File: src/rtl/ser_pkg.sv
// rtl/ser_pkg.sv - shared types, defaults and helpers for the serial bitstream feeder
package ser_pkg;

    typedef enum logic [0:0] {
        SER_IDLE  = 1'b0,
        SER_SHIFT = 1'b1
    } ser_state_t;

    localparam int SER_W_DEFAULT = 8;

    function automatic int ser_cnt_w(input int w);
        return $clog2(w);
    endfunction

endpackage

File: src/rtl/ser_hold_reg.sv
// rtl/ser_hold_reg.sv - one-word holding register with full flag for the prefetch path
module ser_hold_reg #(
    parameter int W = 8
) (
    input  logic         clk,
    input  logic         rst,
    input  logic [W-1:0] d,
    input  logic         load,
    input  logic         unload,
    output logic [W-1:0] q,
    output logic         full
);

    // A load in the same cycle as an unload refills the slot, so full stays set.
    always_ff @(posedge clk or posedge rst) begin
        if (rst) begin
            q    <= '0;
            full <= 1'b0;
        end else if (load) begin
            q    <= d;
            full <= 1'b1;
        end else if (unload) begin
            full <= 1'b0;
        end
    end

endmodule

File: src/rtl/ser_bitstream_feeder.sv
// rtl/ser_bitstream_feeder.sv - MSB-first parallel-to-serial feeder; SER_PREFETCH_EN adds a one-word prefetch buffer
module ser_bitstream_feeder
    import ser_pkg::*;
#(
    parameter int   W        = SER_W_DEFAULT,
    parameter logic IDLE_BIT = 1'b0
) (
    input  logic         clk,
    input  logic         rst,
    input  logic [W-1:0] din,
    input  logic         din_vld,
    output logic         din_rdy,
    output logic         sout,
    output logic         sout_vld,
    output logic         busy
);

    localparam int            CW       = ser_cnt_w(W);
    localparam logic [CW-1:0] CNT_LAST = CW'(W - 1);

    ser_state_t    state;
    ser_state_t    state_nxt;
    logic [W-1:0]  shreg;
    logic [CW-1:0] cnt;
    logic          accept;
    logic          last_bit;
    logic          load_word;
    logic [W-1:0]  load_data;

    assign accept   = din_vld & din_rdy;
    assign last_bit = (state == SER_SHIFT) && (cnt == CNT_LAST);

`ifdef SER_PREFETCH_EN
    logic         hold_full;
    logic         hold_load;
    logic         hold_unload;
    logic [W-1:0] hold_q;

    ser_hold_reg #(
        .W(W)
    ) u_hold (
        .clk    (clk),
        .rst    (rst),
        .d      (din),
        .load   (hold_load),
        .unload (hold_unload),
        .q      (hold_q),
        .full   (hold_full)
    );

    assign din_rdy = !hold_full;
    assign busy    = (state == SER_SHIFT) || hold_full;
`else
    assign din_rdy = (state == SER_IDLE);
    assign busy    = (state == SER_SHIFT);
`endif

    always_ff @(posedge clk or posedge rst) begin
        if (rst) begin
            state <= SER_IDLE;
        end else begin
            state <= state_nxt;
        end
    end

    always_comb begin
        state_nxt = state;
        load_word = 1'b0;
        load_data = din;
`ifdef SER_PREFETCH_EN
        hold_load   = 1'b0;
        hold_unload = 1'b0;
`endif
        case (state)
            SER_IDLE: begin
                if (accept) begin
                    load_word = 1'b1;
                    state_nxt = SER_SHIFT;
                end
            end
            SER_SHIFT: begin
                if (cnt == CNT_LAST) begin
`ifdef SER_PREFETCH_EN
                    // The held word takes priority so stream order matches accept order.
                    if (hold_full) begin
                        load_word   = 1'b1;
                        load_data   = hold_q;
                        hold_unload = 1'b1;
                        hold_load   = accept;
                    end else
`endif
                    if (accept) begin
                        load_word = 1'b1;
                    end else begin
                        state_nxt = SER_IDLE;
                    end
                end
`ifdef SER_PREFETCH_EN
                else begin
                    hold_load = accept;
                end
`endif
            end
            default: state_nxt = SER_IDLE;
        endcase
    end

    // shreg holds the not-yet-emitted bits left-aligned; the MSB goes straight to sout on load.
    always_ff @(posedge clk or posedge rst) begin
        if (rst) begin
            shreg    <= '0;
            cnt      <= '0;
            sout     <= IDLE_BIT;
            sout_vld <= 1'b0;
        end else if (load_word) begin
            sout     <= load_data[W-1];
            shreg    <= {load_data[W-2:0], 1'b0};
            cnt      <= '0;
            sout_vld <= 1'b1;
        end else if ((state == SER_SHIFT) && !last_bit) begin
            sout     <= shreg[W-1];
            shreg    <= {shreg[W-2:0], 1'b0};
            cnt      <= cnt + 1'b1;
            sout_vld <= 1'b1;
        end else begin
            cnt      <= '0;
            sout     <= IDLE_BIT;
            sout_vld <= 1'b0;
        end
    end

endmodule

File: config.mk
export PLATFORM = sky130hd
export DESIGN_NAME = ser_bitstream_feeder
export DESIGN_NICKNAME = d
export VERILOG_FILES = /design/src/rtl/ser_pkg.sv /design/src/rtl/ser_hold_reg.sv /design/src/rtl/ser_bitstream_feeder.sv
export SDC_FILE = /design/constraint.sdc
export NUM_CORES = 1
export LEC_CHECK = 0
export ABC_AREA = 0
export CAP_MARGIN = 15
export CORE_AREA = 5 5 42 44
export CTS_CLUSTER_DIAMETER = 30
export DETAILED_ROUTE_END_ITERATION = 16
export DIE_AREA = 0 0 47 49
export DONT_BUFFER_PORTS = 1
export GPL_TIMING_DRIVEN = 0
export SYNTH_ARGS = -nofsm -noshare
export SYNTH_HDL_FRONTEND = slang
export SYNTH_SLANG_ARGS = --single-unit
File: constraint.sdc
create_clock -name clk -period 1.6 [get_ports clk]
set_input_delay 0.32 -clock clk [delete_from_list [all_inputs] [get_ports clk]]
set_output_delay 0.32 -clock clk [all_outputs]
set_load 0.005 [all_outputs]
# [After elaboration in Yosys (flattened, before gate mapping)]
# Cells that the tools add are included.
[op_classes] add_sub_neg=1 eq_ne=1 n_mux=13 bitwise_logic=2 reduce_logical=4
[op_table] cell="2-to-1 mux 8 bit" n=2
[op_table] cell="2-to-1 mux 1 bit" n=7
[op_table] cell="2-to-1 mux 3 bit" n=2
[op_table] cell="case mux 1 bit (2 select lines)" n=2
[op_table] cell="adder 3 x 1 -> 3 bit (second input constant)" n=1
[op_table] cell="equality test 3 bit (second input constant)" n=1
[op_table] cell="logical AND 1 bit" n=2
[op_table] cell="nonzero test 2 bit" n=1
[op_table] cell="AND 1 bit" n=1
[op_table] cell="zero test 1 bit" n=1
[op_table] cell="inverter 1 bit" n=1
[totals] regBits=14 input_bits=11 wordCells=26

# [Longest topological paths before layout]
[logic_depth] ltp_word=6 mapped_depth=7 depth_no_buf=6

# [Worst setup path after synthesis]
# No wires, ideal clock.
[synth_timing] path_kind="flip-flop to flip-flop" from="register cnt[0]" to="register shreg[1]" arrival_ns=1.241 setup_slack_ns=0.238 path_stages_with_launch=7 n_path_buf=1 period_less_slack_ns=1.362 path_cell_list="dfrtp_1 > ha_1 > ha_1 > buf_4 > nor2b_4 > nor2_2 > a22o_1"
[synth_between] elab_chain_len=5 elab_cells_between_ends=8 cone_classes="eq/ne: 1; mux: 3; reduce/logical: 4"
[synth_lines] item="start, declared" line="ser_bitstream_feeder.sv:24" text="logic [CW-1:0] cnt;"
[synth_lines] item="start signal, assigned" line="ser_bitstream_feeder.sv:123" text="cnt <= cnt + 1'b1;"
[synth_lines] item="equality test 3 bit (*)" line="ser_bitstream_feeder.sv:31, ser_bitstream_feeder.sv:82"
[synth_lines] item="parallel branches: the longest is 4 deep, another holds 2-to-1 mux 8 bit"
[synth_lines] item="end signal, assigned" line="ser_bitstream_feeder.sv:117" text="shreg <= {load_data[W-2:0], 1'b0};"
[synth_lines] item="end signal, assigned" line="ser_bitstream_feeder.sv:122" text="shreg <= {shreg[W-2:0], 1'b0};"
[synth_lines] item="end, declared" line="ser_bitstream_feeder.sv:23" text="logic [W-1:0] shreg;"
# Every way passes the cells marked *.
# A chain may end at the register's enable or synchronous reset.

# [Worst setup path in the final report]
# Same ends and word-level chain as after synthesis.

==> run summary <==
The worst pin sits at a relative slew slack of 68.3%. The clock buffer count from CTS is 3. For this configuration, the core starts out at a cell density of 42.4%. The run finished with clean final reports. The routed via count is 390.

The achievable frequency came out at 694 MHz. The post-route fraction of the period consumed by the critical path came out at 90.1%. Global routing used between 10% and 20% of the available tracks. Setup repair after global routing left no endpoint under its margin. The number of resized instances in the post-cts repair step came out at 0. The width of the die came out at 47 µm. Summing internal, switching and leakage power gives 1.22 mW. The HPWL after detailed placement came out at 781 µm.

The synthesized design spends more area on one cell type than any other, namely sky130_fd_sc_hd__dfrtp_1. The die outline height came out at 49 µm. The synthesized netlist net count came out at 67. The net count of the finished layout is 73. The DRC violation total after the first TritonRoute iteration came out at 2. Ranked by total cell area, the synthesized netlist is headed by sky130_fd_sc_hd__dfrtp_1, sky130_fd_sc_hd__mux2i_1, sky130_fd_sc_hd__ha_1. The mean cell area of the mapped netlist came out at 11.0 µm². The H-tree depth came out at 1. The detailed-routing iteration count for the pre-antenna-repair pass is 4. In this run the count of I/O pins placed on the die edge is 15. The max-capacitance violation count is 0.

The number of antenna repair diodes came out at 0. The post-synthesis cell type count came out at 22. The required time at the worst-slack endpoint is 1.77 ns. The clock net in this run drives a total of 13 sinks. The filler-free cell count of the finished design is between 70 and 80. The clock insertion delay at the later pin of the skew report came out at 0.27 ns.

The floorplan has 14 rows. The DRC violations left came out at 0. STA classifies the critical path endpoint as a flip-flop. Of the cells placed in the final design, the portion with a size suffix greater than 1 is 15.3%.

The area growth from synthesis to layout is 9.47%. The peak fanout along the critical path is 6. Buffers added to address setup during post-CTS repair amount to 0.

The number of slew-limit violations in the final report came to 0. The maximum number of pins on one net before global-route repair is 14. The area of the placeable core is 0.00140 mm². In this run the biggest area consumer among cell types represents 54.7% of the synthesized area.

The final wirelength came out at ~1000 µm. The quantity of I/O buffers inserted on ports is 0. STA classifies the critical path startpoint as a flip-flop. The worst setup slack after placement came out at 0.142 ns. After detailed routing, the number of vias per cell comes to 5.20. The first global-routing pass estimated 1780 µm of wire. The library cell used most frequently in the layout, excluding fill and tap cells, is sky130_fd_sc_hd__dfrtp_1. The cell sitting at the root of the clock tree is a sky130_fd_sc_hd__clkbuf_4.

The global route total overflow came out at 0. The initial antenna violation count came to 0. At the pin with the least slew margin, the transition time is 0.475 ns. The worst path arrival time came out at between 1.5 and 2 ns. The clock-pin slew on the worst setup and hold paths is around 0.08 ns. Routability-driven placement finished with a final weighted congestion of 0.714. The minimum setup slack in the final design is 0.159 ns. The remaining number of nets flagged by the antenna check after routing is 0. The floorplan step defined a die boundary enclosing around 0.0023 mm². The maximum number of buffers from clock root to sink is 2. The final hold violation count is 0. The post-synthesis instance total came out at 54. The total negative slack came out at 0 ns. The sequential area share after synthesis is between 50% and 60%. The top cell types in the final layout, fill and taps aside, are sky130_fd_sc_hd__dfrtp_1, sky130_fd_sc_hd__inv_1.

The worst hold path class is in2reg. The total power divided by cell area came out at 1870 mW/mm². The number of failing setup endpoints in the final timing report is 0. The total standard cell area after synthesis came out at 594 µm².

The critical path is of the reg2reg type. In the final routed layout, each cell accounts on average for around 14 µm. The flop and latch count out of synthesis came out at 13.

The via count of the first global-routing pass came to 403. The minimum period implied by the final worst setup slack is between 1 and 1.5 ns. The analysis attributes to cell leakage a power of 0.299 nW.

The number of synthesis warnings came out at 0. The highest ir drop seen on vdd is 0.705 mV. TritonCTS built the clock tree. The number of placed instances with taps included came out at 70. The final worst clock skew is 0.00669 ns.
stage by stage:
| stage | cell area [µm²] | hold slack, ns | util, % |
|---|---|---|---|
| final | 651 | 0.183 | 46.4 |
| after global routing | 651 | 0.170 | 46.4 |
| after CTS | 651 | 0.180 | 46.4 |
| after detailed placement | 614 | 0.257 | 43.8 |
| after global placement | 614 | 0.258 | 43.8 |
| after floorplan | 594 | 0.197 | - |
critical path, cell delays in order (launching register included):
cell and delay [ns]:
sky130_fd_sc_hd__dfrtp_1 0.38, sky130_fd_sc_hd__ha_1 0.20, sky130_fd_sc_hd__ha_1 0.17, sky130_fd_sc_hd__buf_4 0.17, sky130_fd_sc_hd__nor2b_4 0.18, sky130_fd_sc_hd__nor2_2 0.07
sky130_fd_sc_hd__a22o_1 0.17
metal layers:
metal	part of all wire, %	wire, µm	global-route usage, %	vias to the layer above
met5	0	0	0	-
met4	1.2	12	6.91	0
met3	6.3	65	3.32	2
met2	51	533	17.4	9
met1	41	424	12.2	187
li1	-	-	-	192
flip-flops by register name, indices dropped and copies added (netlist names):
signal    cells
busy          1
sout          1
sout_vld      1
cnt           3
shreg         7
synthesized netlist by cell type:
cell type,n
sky130_fd_sc_hd__nor2b_4,1
sky130_fd_sc_hd__a21oi_1,3
sky130_fd_sc_hd__and2_1,2
sky130_fd_sc_hd__o21ai_0,1
sky130_fd_sc_hd__mux2i_1,3
sky130_fd_sc_hd__o21ai_2,1
sky130_fd_sc_hd__a211oi_1,3
sky130_fd_sc_hd__nand2_1,2
sky130_fd_sc_hd__nand2b_1,2
sky130_fd_sc_hd__a22oi_1,1
sky130_fd_sc_hd__inv_1,5
sky130_fd_sc_hd__nor3_1,2
sky130_fd_sc_hd__buf_2,1
sky130_fd_sc_hd__dfrtp_1,13
sky130_fd_sc_hd__o22ai_1,2
sky130_fd_sc_hd__buf_4,1
sky130_fd_sc_hd__nor2b_1,3
sky130_fd_sc_hd__nor2_1,3
sky130_fd_sc_hd__ha_1,2
sky130_fd_sc_hd__a22o_1,1
sky130_fd_sc_hd__nor2_2,1
sky130_fd_sc_hd__and2b_4,1
cells by family (layout without fill, tap and decap cells):
family                   count (synthesis)  count (layout)  share of synthesized area, %
AO/OA/AOI/OAI                           12              12                          13.5
adder cells (fa/ha/maj)                  2               2                          4.21
buffers and inverters                    7              12                          5.26
flip-flops                              13              13                          54.7
multiplexers                             3               3                          5.05
AND/OR/NAND/NOR                         17              17                          17.3
repair_timing:
| action | CTS | global route |
|---|---|---|
| hold buffers | 1 | 0 |
| setup endpoints to repair | 0 | 0 |
| endpoints found under the hold margin | 13 | 0 |
report_power, final:
part | switching, mW | internal, mW | leakage [nW]
clock | 0.101 | 0.0964 | 0.0150
sequential | 0.0852 | 0.484 | 0.156
combinational | 0.232 | 0.220 | 0.128
path summary, 6_finish.rpt:
kind / cells after the start / slack, ns / to / start
hold / removal: 1 / 0.18 / shreg[1]$_DFFE_PP0P_ / din[0]
min in group asynchronous: 2 / 0.50 / shreg[4]$_DFFE_PP0P_ / rst
hold reg to reg: 1 / 0.43 / cnt[0]$_DFF_PP0_ / cnt[0]$_DFF_PP0_
setup reg to reg: 6 / 0.16 / shreg[1]$_DFFE_PP0P_ / cnt[0]$_DFF_PP0_
max in group asynchronous: 2 / 0.77 / cnt[0]$_DFF_PP0_ / rst
setup / recovery: 6 / 0.16 / shreg[1]$_DFFE_PP0P_ / cnt[0]$_DFF_PP0_
cell type report:
cell class / count / area [µm²]
fillers: 143 / 751
flip-flops and latches: 13 / 325
multi-input cells: 34 / 238
clock buffers: 4 / 26.3
well taps: 16 / 20.0
inverters: 5 / 18.8
plain buffers: 2 / 12.5
repair buffers: 1 / 10.0
Note: power is estimated with default switching activity, not from simulation.
